==> src/rtl/mod_ring_pkg.sv <==
// rtl/mod_ring_pkg.sv - shared ModRing types and helpers
// Purpose : FSM state encoding and operation-length helper shared by the
//           ModRing arithmetic blocks.
// Ports   : none (package)
package mod_ring_pkg;

   typedef enum logic [1:0] {
      IDLE  = 2'd0,
      RUN   = 2'd1,
      DRAIN = 2'd2
   } ring_state_t;

   // Number of coefficients processed by one operation.
   function automatic int unsigned op_len(input int unsigned n_log);
      return 32'd1 << n_log;
   endfunction

endpackage

==> src/rtl/mod_sub_stream_if.sv <==
// rtl/mod_sub_stream_if.sv - command and stream bundle for mod_sub_stream
// Purpose : groups the command (start/q_in/busy/done), operand stream and
//           result stream of the modular subtractor.
// Ports   : start, q_in, busy, done        command interface
//           in_valid, in_ready, ina, inb   operand stream
//           out_valid, out_ready, out,
//           out_last                       result stream
// Modports: master drives commands/operands, slave is the subtractor.
interface mod_sub_stream_if #(
   parameter int K = 54
);
   logic         start;
   logic [K-1:0] q_in;
   logic         busy;
   logic         done;
   logic         in_valid;
   logic         in_ready;
   logic [K-1:0] ina;
   logic [K-1:0] inb;
   logic         out_valid;
   logic         out_ready;
   logic [K-1:0] out;
   logic         out_last;

   modport master (
      output start, q_in, in_valid, ina, inb, out_ready,
      input  busy, done, in_ready, out_valid, out, out_last
   );

   modport slave (
      input  start, q_in, in_valid, ina, inb, out_ready,
      output busy, done, in_ready, out_valid, out, out_last
   );
endinterface

==> src/rtl/mod_sub_core.sv <==
// rtl/mod_sub_core.sv - two-stage modular subtract datapath
// Purpose : res = (ina - inb) mod q over two pipeline stages with a per-stage
//           advance enable, valid bit and last tag.
// Ports   : clk, rst          clock, synchronous active-high reset (valid bits only)
//           q                 modulus, constant while data is in flight
//           adv1, adv2        stage load enables
//           in_fire, in_last  new operand pair present / final-coefficient tag
//           ina, inb          operands
//           s1_valid,s2_valid stage occupancy
//           res, res_last     stage-2 result and its last tag
module mod_sub_core #(
   parameter int K = 54
) (
   input  logic         clk,
   input  logic         rst,
   input  logic [K-1:0] q,
   input  logic         adv1,
   input  logic         adv2,
   input  logic         in_fire,
   input  logic         in_last,
   input  logic [K-1:0] ina,
   input  logic [K-1:0] inb,
   output logic         s1_valid,
   output logic         s2_valid,
   output logic [K-1:0] res,
   output logic         res_last
);

   logic [K:0]   diff;
   logic [K:0]   s1_diff;
   logic         s1_last;
   logic [K-1:0] wrapped;

   // One extra bit so the top bit is the borrow of ina - inb.
   assign diff    = {1'b0, ina} - {1'b0, inb};
   // On borrow the low K bits hold ina - inb + 2^K; adding q and dropping
   // the carry yields ina - inb + q.
   assign wrapped = s1_diff[K-1:0] + q;

   always_ff @(posedge clk) begin
      if (rst) begin
         s1_valid <= 1'b0;
         s2_valid <= 1'b0;
      end else begin
         if (adv1) s1_valid <= in_fire;
         if (adv2) s2_valid <= s1_valid;
      end
   end

   // Data registers carry no reset; their contents only matter under valid.
   always_ff @(posedge clk) begin
      if (adv1) begin
         s1_diff <= diff;
         s1_last <= in_last;
      end
      if (adv2) begin
         res      <= s1_diff[K] ? wrapped : s1_diff[K-1:0];
         res_last <= s1_last;
      end
   end

endmodule

==> src/rtl/mod_sub_stream.sv <==
// rtl/mod_sub_stream.sv - streaming modular subtractor with command FSM
// Purpose : computes out = (ina - inb) mod q for 2^N_LOG coefficients per
//           start command, with valid/ready flow control on both streams.
// Ports   : clk  clock, all logic on posedge
//           rst  synchronous active-high reset
//           bus  mod_sub_stream_if.slave: start/q_in/busy/done command,
//                in_valid/in_ready/ina/inb operands,
//                out_valid/out_ready/out/out_last results
module mod_sub_stream #(
   parameter int K     = 54,
   parameter int N_LOG = 12
) (
   input  logic              clk,
   input  logic              rst,
   mod_sub_stream_if.slave   bus
);
   import mod_ring_pkg::*;

   localparam int unsigned      OP_LEN   = op_len(N_LOG);
   localparam logic [N_LOG-1:0] LAST_IDX = N_LOG'(OP_LEN - 1);

   ring_state_t      state;
   logic [N_LOG-1:0] cnt;
   logic [K-1:0]     q_reg;
   logic             busy_r;
   logic             done_r;

   logic             adv1;
   logic             adv2;
   logic             in_ready;
   logic             in_fire;
   logic             out_fire;
   logic             s1_valid;
   logic             s2_valid;
   logic [K-1:0]     core_res;
   logic             core_last;

   assign adv2     = !s2_valid || bus.out_ready;
   assign adv1     = !s1_valid || adv2;
   assign in_ready = (state == RUN) && adv1;
   assign in_fire  = bus.in_valid && in_ready;
   assign out_fire = s2_valid && bus.out_ready;

   mod_sub_core #(.K(K)) u_core (
      .clk      (clk),
      .rst      (rst),
      .q        (q_reg),
      .adv1     (adv1),
      .adv2     (adv2),
      .in_fire  (in_fire),
      .in_last  (cnt == LAST_IDX),
      .ina      (bus.ina),
      .inb      (bus.inb),
      .s1_valid (s1_valid),
      .s2_valid (s2_valid),
      .res      (core_res),
      .res_last (core_last)
   );

   // Result fields read as zero when no result is presented, which also
   // covers the reset state of the unreset data registers.
   assign bus.in_ready  = in_ready;
   assign bus.out_valid = s2_valid;
   assign bus.out       = s2_valid ? core_res : '0;
   assign bus.out_last  = s2_valid && core_last;
   assign bus.busy      = busy_r;
   assign bus.done      = done_r;

   always_ff @(posedge clk) begin
      if (rst) begin
         state  <= IDLE;
         cnt    <= '0;
         q_reg  <= '0;
         busy_r <= 1'b0;
         done_r <= 1'b0;
      end else begin
         done_r <= 1'b0;
         case (state)
            IDLE: begin
               if (bus.start) begin
                  q_reg  <= bus.q_in;
                  cnt    <= '0;
                  busy_r <= 1'b1;
                  state  <= RUN;
               end
            end
            RUN: begin
               if (in_fire) begin
                  // Wraps naturally to zero after the last coefficient.
                  cnt <= cnt + N_LOG'(1);
                  if (cnt == LAST_IDX) state <= DRAIN;
               end
            end
            DRAIN: begin
               if (out_fire && core_last) begin
                  busy_r <= 1'b0;
                  done_r <= 1'b1;
                  state  <= IDLE;
               end
            end
            default: begin
               busy_r <= 1'b0;
               state  <= IDLE;
            end
         endcase
      end
   end

endmodule

==> src/flat_wrapper.sv <==
// flat-port wrapper written by rule: the top's interface ports become plain ports
module mod_sub_stream_flat import mod_ring_pkg::*;
#(
   parameter int K     = 54,
   parameter int N_LOG = 12
)
  (clk, rst, bus_start, bus_q_in, bus_in_valid, bus_ina, bus_inb, bus_out_ready, bus_busy, bus_done, bus_in_ready, bus_out_valid, bus_out, bus_out_last);
  mod_sub_stream_if #(.K(K)) bus_i ();
  input  logic clk;
  input  logic rst;
  input wire logic [$bits(bus_i.start)-1:0] bus_start;
  input wire logic [$bits(bus_i.q_in)-1:0] bus_q_in;
  input wire logic [$bits(bus_i.in_valid)-1:0] bus_in_valid;
  input wire logic [$bits(bus_i.ina)-1:0] bus_ina;
  input wire logic [$bits(bus_i.inb)-1:0] bus_inb;
  input wire logic [$bits(bus_i.out_ready)-1:0] bus_out_ready;
  output wire logic [$bits(bus_i.busy)-1:0] bus_busy;
  output wire logic [$bits(bus_i.done)-1:0] bus_done;
  output wire logic [$bits(bus_i.in_ready)-1:0] bus_in_ready;
  output wire logic [$bits(bus_i.out_valid)-1:0] bus_out_valid;
  output wire logic [$bits(bus_i.out)-1:0] bus_out;
  output wire logic [$bits(bus_i.out_last)-1:0] bus_out_last;
  assign bus_i.start = bus_start;
  assign bus_i.q_in = bus_q_in;
  assign bus_i.in_valid = bus_in_valid;
  assign bus_i.ina = bus_ina;
  assign bus_i.inb = bus_inb;
  assign bus_i.out_ready = bus_out_ready;
  assign bus_busy = bus_i.busy;
  assign bus_done = bus_i.done;
  assign bus_in_ready = bus_i.in_ready;
  assign bus_out_valid = bus_i.out_valid;
  assign bus_out = bus_i.out;
  assign bus_out_last = bus_i.out_last;
  mod_sub_stream #(.K(K), .N_LOG(N_LOG)) u_core (.clk(clk), .rst(rst), .bus(bus_i));
endmodule
==> config.mk <==
export PLATFORM = sky130hd
export DESIGN_NAME = mod_sub_stream_flat
export DESIGN_NICKNAME = d
export VERILOG_FILES = /design/src/rtl/mod_ring_pkg.sv /design/src/rtl/mod_sub_stream_if.sv /design/src/rtl/mod_sub_core.sv /design/src/rtl/mod_sub_stream.sv /design/src/flat_wrapper.sv
export SDC_FILE = /design/constraint.sdc
export NUM_CORES = 1
export LEC_CHECK = 0
export CORE_MARGIN = 5
export CORE_UTILIZATION = 40
export DETAILED_ROUTE_END_ITERATION = 10
export DONT_BUFFER_PORTS = 1
export GPL_TIMING_DRIVEN = 0
export PLACE_DENSITY_LB_ADDON = 0.12
export SYNTH_ARGS = -nofsm -noshare
export SYNTH_HDL_FRONTEND = slang
export SYNTH_SLANG_ARGS = --single-unit
==> constraint.sdc <==
create_clock -name clk -period 5.7 [get_ports clk]
set_clock_uncertainty 0.2 [all_clocks]
set_input_delay 1.14 -clock clk [delete_from_list [all_inputs] [get_ports clk]]
set_output_delay 1.14 -clock clk [all_outputs]
set_load 0.05 [all_outputs]
; ---- Word-level counts from Yosys, hierarchy flattened
; Cells that the tools add are included.
[totals]
output_inout_bits = 59
register_bits = 183
[classes]
add_sub_neg = 3
reduce_logical = 16
eq_ne = 7
n_bitwise = 2
n_mux = 14
[op_table]
columns = cell, count
row1 = 54-bit 2-to-1 mux, 2
row2 = 54-bit by 54-bit subtractor with 55-bit output, 1
row3 = 54-bit adder, 1
row4 = 12-bit 2-to-1 mux, 2
row5 = 12-bit one-hot mux with 2 select lines, 1
row6 = 12-bit by 1-bit adder with 12-bit output (second input constant), 1
row7 = 12-bit equality test (second input constant), 1
row8 = 2-bit 2-to-1 mux, 4
row9 = 2-bit != test (second input constant), 3
row10 = 2-bit one-hot mux with 3 select lines, 1
row11 = 3-bit AND reduction, 2
row12 = 1-bit logical AND, 5
row13 = 4-bit AND reduction, 1
row14 = 1-bit 2-to-1 mux, 3
row15 = 1-bit one-hot mux with 3 select lines, 1
row16 = 2-bit by 1-bit equality test with 1-bit output (second input constant), 1
row17 = 2-bit equality test (second input constant), 1
row18 = 1-bit zero test, 2
row19 = 2-bit zero test, 1
row20 = 1-bit logical OR, 2
row21 = 2-bit by 1-bit != test with 1-bit output (second input constant), 1
row22 = 1-bit NOT, 2
row23 = 2-bit AND reduction, 1
row24 = 2-bit nonzero test, 1
row25 = 2-bit OR reduction, 1

; ---- Logic depth before layout (Yosys ltp)
; Gate-level depths: netlist (run 1).
[depth]
ltp_word = 7
depth_mapped = 14
mapped_depth_nobuf = 14

; ---- Modules after synthesis
; From an unflattened synthesis (run 1), not the netlist that was laid out.
[hier_totals]
cells_unflattened = 1510
area_unflattened_um2 = 13327.8
[modules_own_cells]
columns = module, cells_per_inst, seq_area_each_um2, area_per_inst_um2, instances
row1 = mod_sub_core, 1116, 3373.2, 10292.4, 1
row2 = mod_sub_stream, 394, 1401.3, 3035.4, 1

; ---- Worst setup path after synthesis (run 1)
; Ideal clock, no wire load.
[synth_timing]
kind = input-to-output
start = in bus_out_ready
end = out bus_in_ready
stages = 3
path_slack_ns = 1.260
arrival_ns = 3.100
path_cell_list = nor2b_1 -> nand2_1 -> and3_1
[synth_via]
elab_chain_len = 3
[synth_lines]
columns = element, line_no
row1 = from (decl), flat_wrapper.sv:16  ; input wire logic [$bits(bus_i.out_ready)-1:0] bus_out_ready;
row2 = 1-bit logical OR, mod_sub_stream.sv:38  ; assign adv2 = !s2_valid || bus.out_ready;
row3 = 1-bit logical OR, mod_sub_stream.sv:39  ; assign adv1 = !s1_valid || adv2;
row4 = 1-bit logical AND, mod_sub_stream.sv:40  ; assign in_ready = (state == RUN) && adv1;
row5 = to (decl), flat_wrapper.sv:19  ; output wire logic [$bits(bus_i.in_ready)-1:0] bus_in_ready;
; No other way between the ends.

; ---- Final worst setup path (run 1)
[layout_timing]
start = in bus_inb[1]
end = reg u_core.u_core.s1_diff[41], data pin
[layout_via]
elab_chain_len = 1
[layout_lines]
columns = element, line_no
row1 = from (decl), flat_wrapper.sv:15  ; input wire logic [$bits(bus_i.inb)-1:0] bus_inb;
row2 = 54-bit by 54-bit subtractor with 55-bit output, mod_sub_core.sv:35  ; assign diff = {1'b0, ina} - {1'b0, inb};
row3 = via u_core.u_core.diff[41], mod_sub_core.sv:29  ; logic [K:0] diff;
row4 = to (signal assigned), mod_sub_core.sv:53  ; s1_diff <= diff;
row5 = to (decl), mod_sub_core.sv:30  ; logic [K:0] s1_diff;
; The timed path passes the listed nets, and every way through them passes these cells.
; A chain may end at the register's enable or synchronous reset.

==> results.sh, run 1 <==
export IMPL_coreArea_mm2=0.0325
export IMPL_irDropWorstVdd_mv=0.164
export IMPL_timing_fmax_ghz=0.211
export IMPL_yosys_area_top_type="edfxtp_1"
export IMPL_hp_class="reg -> reg"
export IMPL_p_clk_share_pct=26.4
export IMPL_clock_sinks=183
export IMPL_setup_viol=0
export IMPL_syn_nets=1785
export IMPL_grt_usage_pct=19.5
export IMPL_worstSetupEndpointType="register"
export IMPL_first_iter_violations=674
export IMPL_drt_total_wl_mm=36.3
export IMPL_min_period_ps=4740
export IMPL_final_setup_worst_slack_ps=957
export IMPL_slew_viol_final=0
export IMPL_p_sw_share_pct=34.8
export IMPL_cap_violations=0
export IMPL_die_w_um=191
export IMPL_clk_path_buf_depth=2
export IMPL_drtAntennaViolNets=0
export IMPL_rsz0062_at_grt="false"
export IMPL_hold_start="u_core.u_core.s1_last$_DFFE_PN_"
export IMPL_postCtsSetupBuffers=0
export IMPL_viasPerCell=5.34
export IMPL_finalCritPeriodShare_pct=83.2
export IMPL_num_vias=10600
export IMPL_drive_above_1_share_pct=6.49
export IMPL_post_drt_wl_per_cell_um=18.3
export IMPL_netlist_instances=1508
export IMPL_path_max_fanout=5
export IMPL_initial_core_util_pct=40.4
export IMPL_first_pass_iters=5
export IMPL_area_growth_syn_to_layout_pct=8.89
export IMPL_cts_resized=0
export IMPL_p_sw_uw=1570
export IMPL_ys_seq_area_share_pct=36.4
export IMPL_place_ws_ps=458
export IMPL_largest_reg_flops=55
export IMPL_cp_arrival_ps=4700
export IMPL_io_pins=226
export IMPL_insertion_delay_ps=440
export IMPL_io_buffers=0
export IMPL_numCtsBuffers=17
export IMPL_drc=0
export IMPL_cp_start_kind="input port"
export IMPL_seq_power_share_pct=42.1
export IMPL_p_int_uw=2940
export IMPL_power_density_mw_per_mm2=315
export IMPL_grt_max_degree=59
export IMPL_synth_edf_count=111
export IMPL_synthFlopType="edfxtp_1"
export IMPL_htree_levels=4
export IMPL_cts_hold_buf=0
export IMPL_die_area_mm2=0.0365
export IMPL_synth_area_leaders="edfxtp_1 25%, dfxtp_1 11%, ha_1 10%"
export IMPL_clockRootBuffer="clkbuf_16"
export IMPL_synth_top_cells_by_count="207 x nand2_1, 195 x a21oi_1, 111 x edfxtp_1, 108 x ha_1, 90 x inv_1"
export IMPL_synth_area_per_cell_um2=8.70
export IMPL_clk_pin_slew_ps=80
export IMPL_rr_startpoint="u_core.u_core.s1_diff[13]$_DFFE_PN_"
export IMPL_fp_dieH_um=191
export IMPL_worstSetupPathType="in -> reg"
export IMPL_grt_ovfl_total=0
export IMPL_synth_most_common_cell="nand2_1"
export IMPL_worst_pin_slew_ps=1150
export IMPL_routabilityCongestion=0.892
export IMPL_tns_ps=0
export IMPL_ys_types=68
export IMPL_hold_viol=0
export IMPL_worstSetupStartpoint="bus_inb[1]"
export IMPL_critPathRequiredTime_ps=5660
export IMPL_rows=66
export IMPL_grt_pass1_vias=10400
export IMPL_share_comb_of_total_power_pct=31.5
export IMPL_syn_cell_area_mm2=0.0131
export IMPL_synthArstFlopShare_pct=0
export IMPL_finalNetCount=1805
export IMPL_fin_util_pct=44.0
export IMPL_status="complete, no violations"
export IMPL_dp_hpwl_mm=29.1
export IMPL_yosysWarnings=0
export IMPL_cts_tree="built"
export IMPL_relSlewSlack_pct=22.6
export IMPL_synth_seq_cells=183
export IMPL_antenna_found_initial=8
export IMPL_leakage_uw=0.00600
export IMPL_synth_top_area_share_pct=25.4
export IMPL_grt_pass1_wl_mm=56.1
-- final cells by class --
type	count	area, um^2
diodes	1	2.50
plain buffers	67	254
clock buffers	17	425
clock inverters	15	158
fillers	3284	18200
inverters	90	338
multi-input cells	1168	7760
flip-flops and latches	183	4770
well taps	442	553
repair buffers	1	20.0
-- logic make-up (layout without fill, tap and decap cells) --
group,after synthesis,in the layout,synth area share (%)
AO/OA/AOI/OAI,438,438,20.9
XOR/XNOR,105,105,7.01
adder cells (fa/ha/maj),110,110,10.6
buffers and inverters,157,190,4.51
flip-flops,183,183,36.4
multiplexers,43,43,3.68
other,0,1,0
AND/OR/NAND/NOR,472,472,16.9
-- power by group through the flow --
stage               clock, uW  combinational [uW]  sequential, uW
floorplan                   0                1120            1830
global placement            0                1400            1920
detailed placement          0                1410            1920
CTS                      1220                1420            1890
global route             1270                1590            1920
finish                   1190                1420            1900
-- final timing paths --
| kind | cells past startpoint | slack, ps | endpoint |
|---|---|---|---|
| hold / removal | 0 | 230 | u_core.u_core.res_last$_DFFE_PP_ |
| hold reg to reg | 0 | 230 | u_core.u_core.res_last$_DFFE_PP_ |
| setup reg to reg | 12 | 1770 | u_core.u_core.res[53]$_DFFE_PP_ |
| setup / recovery | 12 | 960 | u_core.u_core.s1_diff[41]$_DFFE_PN_ |
-- critical path, stage by stage --
cell and delay (ps):
inv_1 50, ha_1 280, nor2b_1 150, o31a_1 280
o41ai_1 930, a21oi_1 440, a21oi_1 330, nand2_1 140
a21oi_2 220, o221ai_2 190, a2111oi_0 430, a311oi_1 120
-- routing by layer --
metal | global-route usage (%) | share of wire, % | wire, um | vias to the layer above
li1 | - | - | - | 5414
met4 | 3.87 | 0.97 | 352 | 14
met5 | 0 | 0.32 | 116 | -
met1 | 28.7 | 51 | 18400 | 4877
met3 | 4.89 | 6.0 | 2180 | 37
met2 | 29.2 | 42 | 15200 | 249
-- layout by cell type, fill, tap and decap left out, drive strengths merged, types with 27 or more instances in the layout --
cell type and n:
a21oi 198, nand2 207, nor2 76, xor2 42, inv 100, edfxtp 111
xnor2 63, dfxtp 72, mux2 42, ha 108, and2 63, o21bai 27
o21ai 69, clkbuf 79, nand4 27, a21o 52
-- per-stage QoR --
stage / power (uW) / std cells / hold slack (ps) / area [um^2]
after CTS: 4530 / 1983 / 227 / 14300
after detailed placement: 3330 / 1951 / 208 / 13700
after global routing: 4780 / 1983 / 228 / 14300
final: 4500 / 1984 / 225 / 14300
after floorplan: 2950 / 1508 / 200 / 13100
after global placement: 3320 / 1950 / 203 / 13700
Note: power is estimated with default switching activity, not from simulation.
==> run 2: changes to the inputs <==
==> constraint.sdc (replaced) <==
create_clock -name clk -period 4.8 [get_ports clk]
set_clock_uncertainty 0.2 [all_clocks]
set_input_delay 0.96 -clock clk [delete_from_list [all_inputs] [get_ports clk]]
set_output_delay 0.96 -clock clk [all_outputs]
set_load 0.05 [all_outputs]
==> results.sh, run 2 (synthesis gave the netlist of run 1 again) <==
export IMPL_endpoint="u_core.u_core.s1_diff[54]$_DFFE_PN_"
export IMPL_ff2ff_path_depth=12
export IMPL_clk_pin_slew_ps=80
export IMPL_min_period_ps=4310
export IMPL_path_max_fanout=3
export IMPL_irDropWorstVdd_mv=0.194
export IMPL_worstSetupEndpointType="register"
export IMPL_clock_sinks=183
export IMPL_worst_pin_slew_ps=884
export IMPL_power_density_mw_per_mm2=375
export IMPL_insertion_delay_ps=440
export IMPL_dp_hpwl_mm=29.1
export IMPL_area_growth_syn_to_layout_pct=8.95
export IMPL_status="complete, no violations"
export IMPL_finalCritPeriodShare_pct=89.8
export IMPL_critPathRequiredTime_ps=4710
export IMPL_relSlewSlack_pct=41.1
export IMPL_cts_tree="built"
export IMPL_drt_total_wl_mm=36.3
export IMPL_fp_dieH_um=191
export IMPL_final_cell_mix="206 x nand2_1, 195 x a21oi_1, 111 x edfxtp_1, 108 x ha_1, 89 x inv_1"
export IMPL_num_vias=10600
export IMPL_path_depth=14
export IMPL_total_power_uw=5350
export IMPL_io_pins=226
export IMPL_place_ws_ps=-262
export IMPL_grt_max_degree=59
export IMPL_drtAntennaViolNets=0
export IMPL_first_iter_violations=661
export IMPL_grt_pass1_wl_mm=56.1
export IMPL_setup_viol=0
export IMPL_dp_cells=1951
export IMPL_worstSetupStartpoint="bus_ina[0]"
export IMPL_coreArea_mm2=0.0325
export IMPL_worstSetupPathType="in -> reg"
export IMPL_crit_chain="inv_1 -> ha_1 -> inv_1 -> fa_1 -> nand3_1 -> a32o_1 -> o21ai_2 -> a31oi_1 -> o221a_2 -> or4_1 -> a211oi_1 -> o21ai_0 -> o21ai_0 -> o21ai_0"
export IMPL_cp_num_buf_inv=2
export IMPL_rows=66
export IMPL_largest_reg_flops=55
export IMPL_cap_violations=0
export IMPL_cp_arrival_ps=4220
export IMPL_rr_startpoint="u_core.u_core.s1_diff[13]$_DFFE_PN_"
export IMPL_die_w_um=191
export IMPL_htree_levels=4
export IMPL_r2r_end="u_core.u_core.res[53]$_DFFE_PP_"
export IMPL_final_setup_worst_slack_ps=488
export IMPL_leakage_uw=0.00600
export IMPL_drc=0
export IMPL_slew_viol_final=0
export IMPL_grt_usage_pct=19.5
export IMPL_hold_viol=0
export IMPL_hp_class="reg -> reg"
export IMPL_post_drt_wl_per_cell_um=18.3
export IMPL_timing_fmax_ghz=0.232
export IMPL_first_pass_iters=5
export IMPL_grt_pass1_vias=10400
export IMPL_viasPerCell=5.35
export IMPL_numCtsBuffers=17
export IMPL_finalNetCount=1805
export IMPL_cp_common_cell="o21ai_0"
export IMPL_initial_core_util_pct=40.4
export IMPL_clk_path_buf_depth=2
export IMPL_antenna_found_initial=8
export IMPL_final_common_cell="nand2_1"
export IMPL_postCtsSetupBuffers=0
export IMPL_hold_start="u_core.u_core.s1_last$_DFFE_PN_"
export IMPL_cp_top_family="compound AO/OA/AOI/OAI gates"
export IMPL_cpPeakStageDelay_ps=590
export IMPL_slowest_stage="or4_1"
export IMPL_clockRootBuffer="clkbuf_16"
export IMPL_drive_above_1_share_pct=6.55
export IMPL_grt_ovfl_total=0
export IMPL_die_area_mm2=0.0365
export IMPL_routabilityCongestion=0.892
export IMPL_rsz0062_at_grt="false"
export IMPL_fin_cells=1984
export IMPL_cp_start_kind="input port"
export IMPL_io_buffers=0
export IMPL_r2r_slack_ps=870
run 2: cell count changes in the layout (fill, tap and decap cells not counted):
cell	change
o41ai_1	-1
o41ai_2	+1
run 2: power breakdown:
part	internal [uW]	total, uW	switching [uW]
sequential	2070	2250	182
combinational	678	1690	1010
clock	739	1410	673
total	3490	5350	1870
run 2: metrics by stage:
step	cell area, um^2	setup TNS [ps]	util [%]	hold WS, ps
2_1_floorplan	13100	0	-	200
3_3_place_gp	13700	-3140	42.1	203
3_5_place_dp	13700	-807	42.2	208
4_1_cts	14300	0	44.0	227
5_1_grt	14300	0	44.0	228
6_report	14300	0	44.0	225
run 2: worst min-delay path by stage:
stage / to / slack (ps) / cells after the start
finish: u_core.u_core.res_last$_DFFE_PP_ / 230 / 0
floorplan: u_core.u_core.res_last$_DFFE_PP_ / 200 / 0
global route: u_core.u_core.res_last$_DFFE_PP_ / 230 / 0
detailed placement: u_core.u_core.res_last$_DFFE_PP_ / 210 / 0
CTS: u_core.u_core.res_last$_DFFE_PP_ / 230 / 0
global placement: u_core.u_core.res_last$_DFFE_PP_ / 200 / 0
run 2: final cells by class:
class | count | area (um^2)
clock inverter | 15 | 158
timing repair buffer | 1 | 20.0
antenna | 1 | 2.50
inverter | 90 | 338
buffer | 67 | 254
multi-input combinational | 1168 | 7760
tap | 442 | 553
sequential | 183 | 4770
clock buffer | 17 | 425
fill | 3283 | 18200
run 2: worst reg2reg max path: stages (launching register included):
cell       delay, ps
edfxtp_1         460
ha_1             320
clkbuf_1         300
nand4_1          160
nor2_1           170
o2111ai_1        210
a31oi_1          460
a21oi_1          200
o21ai_1          420
o21bai_1         190
a22oi_1          220
mux2i_1          240
xor2_1           210
run 2: timing repair:
| action | 4_1_cts | 5_1_grt |
|---|---|---|
| setup endpoints to repair | 0 | 1 |
| hold buffers | 0 | 0 |
| resized for setup | 0 | 1 |
run 2: metal layers:
| layer | routed length, um | up-vias | GRT usage [%] |
|---|---|---|---|
| met5 | 116 | - | 0 |
| met4 | 352 | 14 | 3.87 |
| met3 | 2230 | 37 | 4.89 |
| met2 | 15200 | 256 | 29.2 |
| met1 | 18400 | 4888 | 28.7 |
| li1 | - | 5417 | - |
